File: config.mk
export PLATFORM = sky130hd
export DESIGN_NAME = down_timer_flat
export DESIGN_NICKNAME = d
export VERILOG_FILES = /design/src/rtl/down_timer_if.sv /design/src/rtl/down_timer.sv /design/src/flat_wrapper.sv
export SDC_FILE = /design/constraint.sdc
export NUM_CORES = 1
export LEC_CHECK = 0
export CORE_UTILIZATION = 50
export CTS_CLUSTER_DIAMETER = 50
export DETAILED_ROUTE_END_ITERATION = 6
export PLACE_DENSITY = 0.89
export SLEW_MARGIN = 20
export SYNTH_ARGS = -nofsm -noshare
export SYNTH_HDL_FRONTEND = slang
export SYNTH_SLANG_ARGS = --single-unit
File: constraint.sdc
create_clock -name clk -period 2.6 [get_ports clk]
set_input_delay 0.39 -clock clk [delete_from_list [all_inputs] [get_ports clk]]
set_output_delay 0.39 -clock clk [all_outputs]
set_load 0.01 [all_outputs]
File: src/rtl/down_timer_if.sv
// Control and status bundle between the CPU-side register block (master)
// and the down_timer expiry stage (slave).
interface down_timer_if #(
    parameter int WIDTH = 8
);
    logic             load;
    logic [WIDTH-1:0] load_val;
    logic             start;
    logic             stop;
    logic             periodic;
    logic             tick_en;
    logic             irq_ack;
    logic [WIDTH-1:0] count;
    logic             busy;
    logic             borrow;
    logic             irq;
    logic             ovf;

    modport master (
        output load, load_val, start, stop, periodic, tick_en, irq_ack,
        input  count, busy, borrow, irq, ovf
    );

    modport slave (
        input  load, load_val, start, stop, periodic, tick_en, irq_ack,
        output count, busy, borrow, irq, ovf
    );
endinterface

File: src/rtl/down_timer.sv
// Loadable down-counting timer driven by prescaler carry pulses; pulses
// borrow on expiry and raises sticky irq/ovf flags, one-shot or auto-reload.
//
//  state | meaning
//  ------+------------------------------------------------------------
//  IDLE  | stopped or never started; count held, ticks ignored
//  RUN   | counting tick_en pulses down toward expiry
//  DONE  | one-shot expired with count 0; waits for start or load
module down_timer #(
    parameter int WIDTH = 8
) (
    input logic         clk,
    input logic         rst,
    down_timer_if.slave bus
);
    typedef enum logic [1:0] {IDLE, RUN, DONE} state_t;

    state_t           state, state_nxt;
    logic [WIDTH-1:0] reload, reload_nxt;
    logic [WIDTH-1:0] count_r, count_nxt;
    logic             expire;
    logic             borrow_r, irq_r, ovf_r, busy_r;

    always_ff @(posedge clk) begin
        if (rst) begin
            state    <= IDLE;
            reload   <= '0;
            count_r  <= '0;
            borrow_r <= 1'b0;
            irq_r    <= 1'b0;
            ovf_r    <= 1'b0;
            busy_r   <= 1'b0;
        end else begin
            state    <= state_nxt;
            reload   <= reload_nxt;
            count_r  <= count_nxt;
            borrow_r <= expire;
            busy_r   <= (state_nxt == RUN);
            // A set from expiry outranks the ack; ovf only notes an unacked repeat.
            irq_r    <= expire | (irq_r & ~bus.irq_ack);
            ovf_r    <= ~bus.irq_ack & (ovf_r | (expire & irq_r));
        end
    end

    always_comb begin
        state_nxt  = state;
        reload_nxt = reload;
        count_nxt  = count_r;
        expire     = 1'b0;
        if (bus.load) begin
            reload_nxt = bus.load_val;
            count_nxt  = bus.load_val;
            if (state == DONE) state_nxt = IDLE;
        end else begin
            unique case (state)
                IDLE: begin
                    // stop has no effect here, so a concurrent start still acts
                    if (bus.start) begin
                        if (count_r != '0) begin
                            state_nxt = RUN;
                        end else if (reload != '0) begin
                            count_nxt = reload;
                            state_nxt = RUN;
                        end
                    end
                end
                RUN: begin
                    if (bus.stop) begin
                        state_nxt = IDLE;
                    end else if (bus.tick_en && count_r != '0) begin
                        if (count_r == WIDTH'(1)) begin
                            expire = 1'b1;
                            if (bus.periodic) begin
                                count_nxt = reload;
                            end else begin
                                count_nxt = '0;
                                state_nxt = DONE;
                            end
                        end else begin
                            count_nxt = count_r - WIDTH'(1);
                        end
                    end
                end
                DONE: begin
                    if (bus.start && reload != '0) begin
                        count_nxt = reload;
                        state_nxt = RUN;
                    end
                end
                default: state_nxt = IDLE;
            endcase
        end
    end

    assign bus.count  = count_r;
    assign bus.busy   = busy_r;
    assign bus.borrow = borrow_r;
    assign bus.irq    = irq_r;
    assign bus.ovf    = ovf_r;
endmodule

File: src/flat_wrapper.sv
// flat-port wrapper written by rule: the top's interface ports become plain ports
module down_timer_flat 
#(
    parameter int WIDTH = 8
)
  (clk, rst, bus_load, bus_load_val, bus_start, bus_stop, bus_periodic, bus_tick_en, bus_irq_ack, bus_count, bus_busy, bus_borrow, bus_irq, bus_ovf);
  down_timer_if #(.WIDTH(WIDTH)) bus_i ();
  input logic clk;
  input logic rst;
  input wire logic [$bits(bus_i.load)-1:0] bus_load;
  input wire logic [$bits(bus_i.load_val)-1:0] bus_load_val;
  input wire logic [$bits(bus_i.start)-1:0] bus_start;
  input wire logic [$bits(bus_i.stop)-1:0] bus_stop;
  input wire logic [$bits(bus_i.periodic)-1:0] bus_periodic;
  input wire logic [$bits(bus_i.tick_en)-1:0] bus_tick_en;
  input wire logic [$bits(bus_i.irq_ack)-1:0] bus_irq_ack;
  output wire logic [$bits(bus_i.count)-1:0] bus_count;
  output wire logic [$bits(bus_i.busy)-1:0] bus_busy;
  output wire logic [$bits(bus_i.borrow)-1:0] bus_borrow;
  output wire logic [$bits(bus_i.irq)-1:0] bus_irq;
  output wire logic [$bits(bus_i.ovf)-1:0] bus_ovf;
  assign bus_i.load = bus_load;
  assign bus_i.load_val = bus_load_val;
  assign bus_i.start = bus_start;
  assign bus_i.stop = bus_stop;
  assign bus_i.periodic = bus_periodic;
  assign bus_i.tick_en = bus_tick_en;
  assign bus_i.irq_ack = bus_irq_ack;
  assign bus_count = bus_i.count;
  assign bus_busy = bus_i.busy;
  assign bus_borrow = bus_i.borrow;
  assign bus_irq = bus_i.irq;
  assign bus_ovf = bus_i.ovf;
  down_timer #(.WIDTH(WIDTH)) u_core (.clk(clk), .rst(rst), .bus(bus_i));
endmodule
Word level (Yosys, flattened, before mapping)
Index checks and enable logic that the tools add are counted.

storage, ports and cells
  bits of input ports = 16
  logic and storage cells = 57
  register bits = 22
  output and inout port bits = 12

operators by class
  bitwise gates (word level) = 6
  add/sub/neg operators = 1
  eq/ne operators = 10
  muxes and demuxes = 26
  reduce and logical (&&, ||, !) cells = 7

operators with widths
  cell                                                                number
  8-bit 2-to-1 mux                                                    9
  8-bit case mux with 3 select lines                                  1
  2-bit 2-to-1 mux                                                    10
  8-bit nonzero test                                                  2
  3-bit != test, second input constant                                4
  8-bit by 1-bit == test with 1-bit output, second input constant     1
  8-bit by 1-bit subtractor with 8-bit output, second input constant  1
  7-bit AND reduction                                                 1
  3-bit by 2-bit != test with 1-bit output, second input constant     2
  2-bit case mux with 3 select lines                                  1
  1-bit 2-to-1 mux                                                    5
  2-bit by 1-bit == test with 1-bit output, second input constant     2
  4-bit nonzero test                                                  1
  1-bit bitwise AND                                                   3
  2-bit == test, second input constant                                1
  1-bit logical AND                                                   2
  2-bit logical NOT                                                   1
  1-bit bitwise OR                                                    2
  1-bit inverter                                                      1

Logic depth before layout (Yosys ltp)
  depth in word-level cells = 9
  gate-level depth with buffers = 8
  depth with buffers taken out = 7

Worst setup path before layout
Ideal clock, no wire load.

  path kind = register -> register
  start point = register u_core.count_r[0], in the netlist u_core.bus.count[0]
  end point = register u_core.count_r[0], in the netlist u_core.bus.count[0]
  setup time = 0.134 ns
  path buffers = 1
  period minus slack after synthesis = 2.133 ns
  stages on the path, launching flop included = 9
  data arrival time = 2.000 ns
  setup slack = 0.467 ns
  data required time = 2.466 ns
  cells stage by stage = dfxtp_1 > inv_1 > ha_1 > or4b_4 > o31a_1 > a221oi_4 > or2_1 > buf_4 > a211oi_1

on the way
  longest elaborated chain between the ends = 6
  elaborated cells between the ends (all ways) = 12
  those cells by class = add/sub: 1; eq/ne: 3; mux: 5; reduce/logical: 3

RTL lines
  what                                                                                                            RTL line                            source
  from (decl)                                                                                                     down_timer.sv:20                    logic [WIDTH-1:0] count_r, count_nxt;
  from (signal assigned)                                                                                          down_timer.sv:36                    count_r <= count_nxt;
  8-bit by 1-bit subtractor with 8-bit output / 8-bit by 1-bit == test with 1-bit output (equally long branches)  down_timer.sv:80, down_timer.sv:71
  8-bit 2-to-1 mux                                                                                                down_timer.sv:71                    if (count_r == WIDTH'(1)) begin
  8-bit 2-to-1 mux                                                                                                down_timer.sv:70                    end else if (bus.tick_en && count_r != '0) begin
  8-bit 2-to-1 mux                                                                                                down_timer.sv:68                    if (bus.stop) begin
  8-bit case mux with 3 select lines                                                                              down_timer.sv:55                    unique case (state)
  8-bit 2-to-1 mux                                                                                                down_timer.sv:50                    if (bus.load) begin

Parallel ways exist; a longest one is shown, timed or not. The select of a mux whose other input is x is not followed.
A chain may end at the register's enable or synchronous reset.

Worst setup path after layout
  start point = register u_core.count_r[0], in the netlist u_core.bus.count[0]
  end point = register u_core.count_r[6], in the netlist u_core.bus.count[6]

The elaborated chain is that of the path after synthesis.

==> impl_metrics.sql <==
INSERT INTO impl_metrics (metric_group, metric, value, unit) VALUES
('placement', 'globalplace.congestion', '0.921', ''),
('critical_path', 'timing.critical_path.to_type', 'flip-flop', ''),
('critical_path', 'timing.critical_path.fanout_max', '7', ''),
('clock_tree', 'tritoncts.num_buffers', '3', ''),
('routing', 'wl_met1', '1510', 'um'),
('clock_tree', 'post_cts_buffers', '0', ''),
('sta', 'period_needed', '2320', 'ps'),
('run', 'max_cap_violations', '0', ''),
('routing', 'routed_via_density', '6.20', ''),
('die', 'placeable_core_area', '2500', 'um2'),
('clock_tree', 'clk-insertion-delay-late', '310', 'ps'),
('critical_path', 'timing.setup.critical_path_class', 'reg2reg', ''),
('critical_path', 'critical_path_required', '2800', 'ps'),
('routing', 'highest_layer', 'met4', ''),
('sta', 'tns', '0', 'ps'),
('layout', 'net_count_of_the_finished_layout', '210', ''),
('power', 'power_leakage', '0.638', 'nW'),
('die', 'die_h', '53.8', 'um'),
('sta', 'fmax', '432', 'MHz'),
('die', 'die_area', '2900', 'um2'),
('layout', 'layout-drive-gt1-share', '8.65', '%'),
('grt', 'grt_pass1_wl', '5590', 'um'),
('synth', 'synth_seq_area_share', '32.8', '%'),
('clock_tree', 'htree_num_levels', '1', ''),
('critical_path', 'setup.worst_path.start_class', 'flip-flop', ''),
('critical_path', 'critPathArrivalTime', '2510', 'ps'),
('sta', 'unrepaired_setup_endpoints_after_global_routing', 'false', ''),
('synth', 'synth.cell_area', '1340', 'um2'),
('placement', 'dpl.hpwl', '2720', 'um'),
('sta', 'slew_viol_final', '0', ''),
('synth', 'synth_top_area_share', '32.8', '%'),
('routing', 'detail-route-antenna-nets', '0', ''),
('die', 'die-width', '53.8', 'um'),
('synth', 'ys_warn_count', '0', ''),
('worst_hold_path', 'min_path_type', 'reg2reg', ''),
('routing', 'sum_of_met2_wire_segment_lengths_after_detailed_routing', '1760', 'um'),
('sta', 'timing_worst_slew_pin_value', '496', 'ps'),
('power', 'peakVddDrop', '0.451', 'mV'),
('synth', 'synth-edff-count', '0', ''),
('grt', 'track_usage', '27.3', '%'),
('placement', 'buffer_ports.inserted', '27', ''),
('clock_tree', 'cts_repair_resize_count', '0', ''),
('die', 'num_rows', '18', ''),
('routing', 'vias_after_detailed_routing', '1333', ''),
('synth', 'synth_top_area_cell', 'sky130_fd_sc_hd__dfxtp_1', ''),
('routing', 'drt_first_pass_iters', '5', ''),
('sta', 'report.final.hold_viol_count', '0', ''),
('synth', 'yosys_most_used_dff', 'sky130_fd_sc_hd__dfxtp_1', ''),
('grt', 'first_global_vias', '1217', ''),
('synth', 'netlist_instances', '155', ''),
('routing', 'drt_wl_total', '3500', 'um'),
('grt', 'overflow', '0', ''),
('layout', 'diode_count', '0', ''),
('clock_tree', 'tritoncts', 'built', ''),
('die', 'initial_utilization', '53.8', '%'),
('outcome', 'run_status', 'completed', ''),
('synth', 'synthesis.nets', '178', ''),
('sta', 'total_setup_violations_reported_at_the_end_of_the_flow', '0', ''),
('synth', 'syn-mean-instance-area', '8.67', 'um2'),
('clock_tree', 'cts_sinks', '22', ''),
('layout', 'area_growth_synth_to_finish', '26.0', '%'),
('clock_tree', 'clk_path_buf_depth', '2', ''),
('clock_tree', 'clk_pin_slew_worst_paths', '120', 'ps'),
('clock_tree', 'cts_root_buf', 'sky130_fd_sc_hd__clkbuf_4', ''),
('routing', 'post_drt_wl_per_cell', '16.3', 'um'),
('synth', 'ys_ff_latch', '22', ''),
('power', 'cellPowerDensity', '470', 'nW/um2'),
('grt', 'maximum_number_of_pins_on_one_net_before_global_route_repair', '22', ''),
('sta', 'final.setup_skew', '7.50', 'ps'),
('sta', 'relSlewSlack', '66.8', '%'),
('routing', 'drtIter0Drc', '75', ''),
('routing', 'met3_length', '179', 'um'),
('synth', 'ys_top_cells_by_area', 'sky130_fd_sc_hd__dfxtp_1, sky130_fd_sc_hd__ha_1, sky130_fd_sc_hd__a222oi_1, sky130_fd_sc_hd__mux2i_1, sky130_fd_sc_hd__nor3_1', ''),
('die', 'io_pins', '28', ''),
('routing', 'drc_errors', '0', ''),
('clock_tree', 'cts_hold_repair.buffers', '0', ''),
('synth', 'synth.lib_cells_used.distinct', '44', ''),
('sta', 'whs', '495', 'ps'),
('grt', 'antenna_found_initial', '0', ''),
('sta', 'finalCritPeriodShare', '89.1', '%'),
('synth', 'ys_async_sr_fraction', '0', '%');
==> state kept, by name, indices dropped and copies added, names as in the netlist <==
signal	cells
u_core.bus.count	8
u_core.bus.irq	1
u_core.reload	8
u_core.bus.ovf	1
u_core.state	2
u_core.bus.busy	1
u_core.bus.borrow	1
==> where the power goes <==
part           internal, W  leakage (nW)  switching [W]
Clock            0.0000543        0.0138       0.000102
Sequential        0.000357         0.181      0.0000259
Combinational     0.000125         0.443       0.000131
Total             0.000536         0.638       0.000260
==> logic make-up after synthesis <==
group / after synthesis / synth area share (%)
fa+ha+maj: 7 / 6.52
flops: 22 / 32.8
buf+inv: 16 / 4.75
xor+xnor: 3 / 1.96
compound gates: 41 / 25.3
simple gates: 60 / 24.2
mux: 6 / 4.47
==> cell usage in the layout, fill, tap and decap left out, drive strengths merged, types with 2 or more instances in the layout <==
master         instances
a211oi                 6
a21oi                  6
a221oi                 3
a222oi                 6
a31oi                  3
and2                   2
buf                    6
clkbuf                 3
clkdlybuf4s50         27
dfxtp                 22
ha                     7
inv                   10
mux2i                  6
nand2                  8
nand2b                 4
nand3                  4
nand3b                 2
nor2                  12
nor2b                  6
nor3                   9
o21ai                  4
o31ai                  2
o32ai                  2
or2                    3
or3                    4
or4                    2
xnor2                  2
==> per-stage QoR <==
| step | util, % | std cells | instance area, um2 | power [W] | setup WS (ps) |
|---|---|---|---|---|---|
| 3_5_place_dp | 66.8 | 212 | 1670 | 0.000642 | 323 |
| 3_3_place_gp | 66.8 | 212 | 1670 | 0.000634 | 396 |
| 6_report | 67.7 | 215 | 1690 | 0.000796 | 284 |
| 4_1_cts | 67.7 | 215 | 1690 | 0.000792 | 301 |
| 5_1_grt | 67.7 | 215 | 1690 | 0.000833 | 108 |
| 2_1_floorplan | - | 155 | 1340 | 0.000543 | 467 |
==> synth_stat cells, types with 3 or more instances <==
master / n
sky130_fd_sc_hd__dfxtp_1: 22
sky130_fd_sc_hd__nor2_1: 12
sky130_fd_sc_hd__inv_1: 10
sky130_fd_sc_hd__nor3_1: 9
sky130_fd_sc_hd__nand2_1: 8
sky130_fd_sc_hd__ha_1: 7
sky130_fd_sc_hd__a211oi_1: 6
sky130_fd_sc_hd__a21oi_1: 6
sky130_fd_sc_hd__a222oi_1: 6
sky130_fd_sc_hd__mux2i_1: 6
sky130_fd_sc_hd__nor2b_1: 6
sky130_fd_sc_hd__clkbuf_1: 4
sky130_fd_sc_hd__nand2b_1: 4
sky130_fd_sc_hd__nand3_1: 4
sky130_fd_sc_hd__or3_1: 4
sky130_fd_sc_hd__a31oi_1: 3
==> layer usage <==
metal / up-vias / global-route usage [%]
met5: - / 0
met4: 0 / 9.21
met3: 7 / 3.11
met2: 42 / 47.1
met1: 638 / 34.9
li1: 646 / -
==> worst max-delay path, stage by stage (launching register included) <==
cell and delay (ps):
sky130_fd_sc_hd__dfxtp_1 390, sky130_fd_sc_hd__inv_1 120, sky130_fd_sc_hd__ha_1 190, sky130_fd_sc_hd__or4b_4 490, sky130_fd_sc_hd__o31a_1 300, sky130_fd_sc_hd__a221oi_4 320
sky130_fd_sc_hd__or2_1 270, sky130_fd_sc_hd__a211oi_1 110
==> worst paths after layout <==
check,endpoint,depth (start not counted),from,slack [ps]
worst min register to register,u_core.reload[4],2,u_core.reload[4],500
worst max register to register,u_core.bus.count[6],7,u_core.bus.count[0],280
worst min-delay path,u_core.reload[4],2,u_core.reload[4],500
worst max-delay path,u_core.bus.count[6],7,u_core.bus.count[0],280
==> area by class of cell <==
type | instances | area (um2)
Tap cell | 30 | 37.5
Fill cell | 207 | 807
Multi-Input combinational cell | 117 | 840
Clock buffer | 3 | 22.5
Inverter | 10 | 37.5
Timing Repair Buffer | 33 | 315
Sequential cell | 22 | 440
Power figures use the tool's default switching activity.
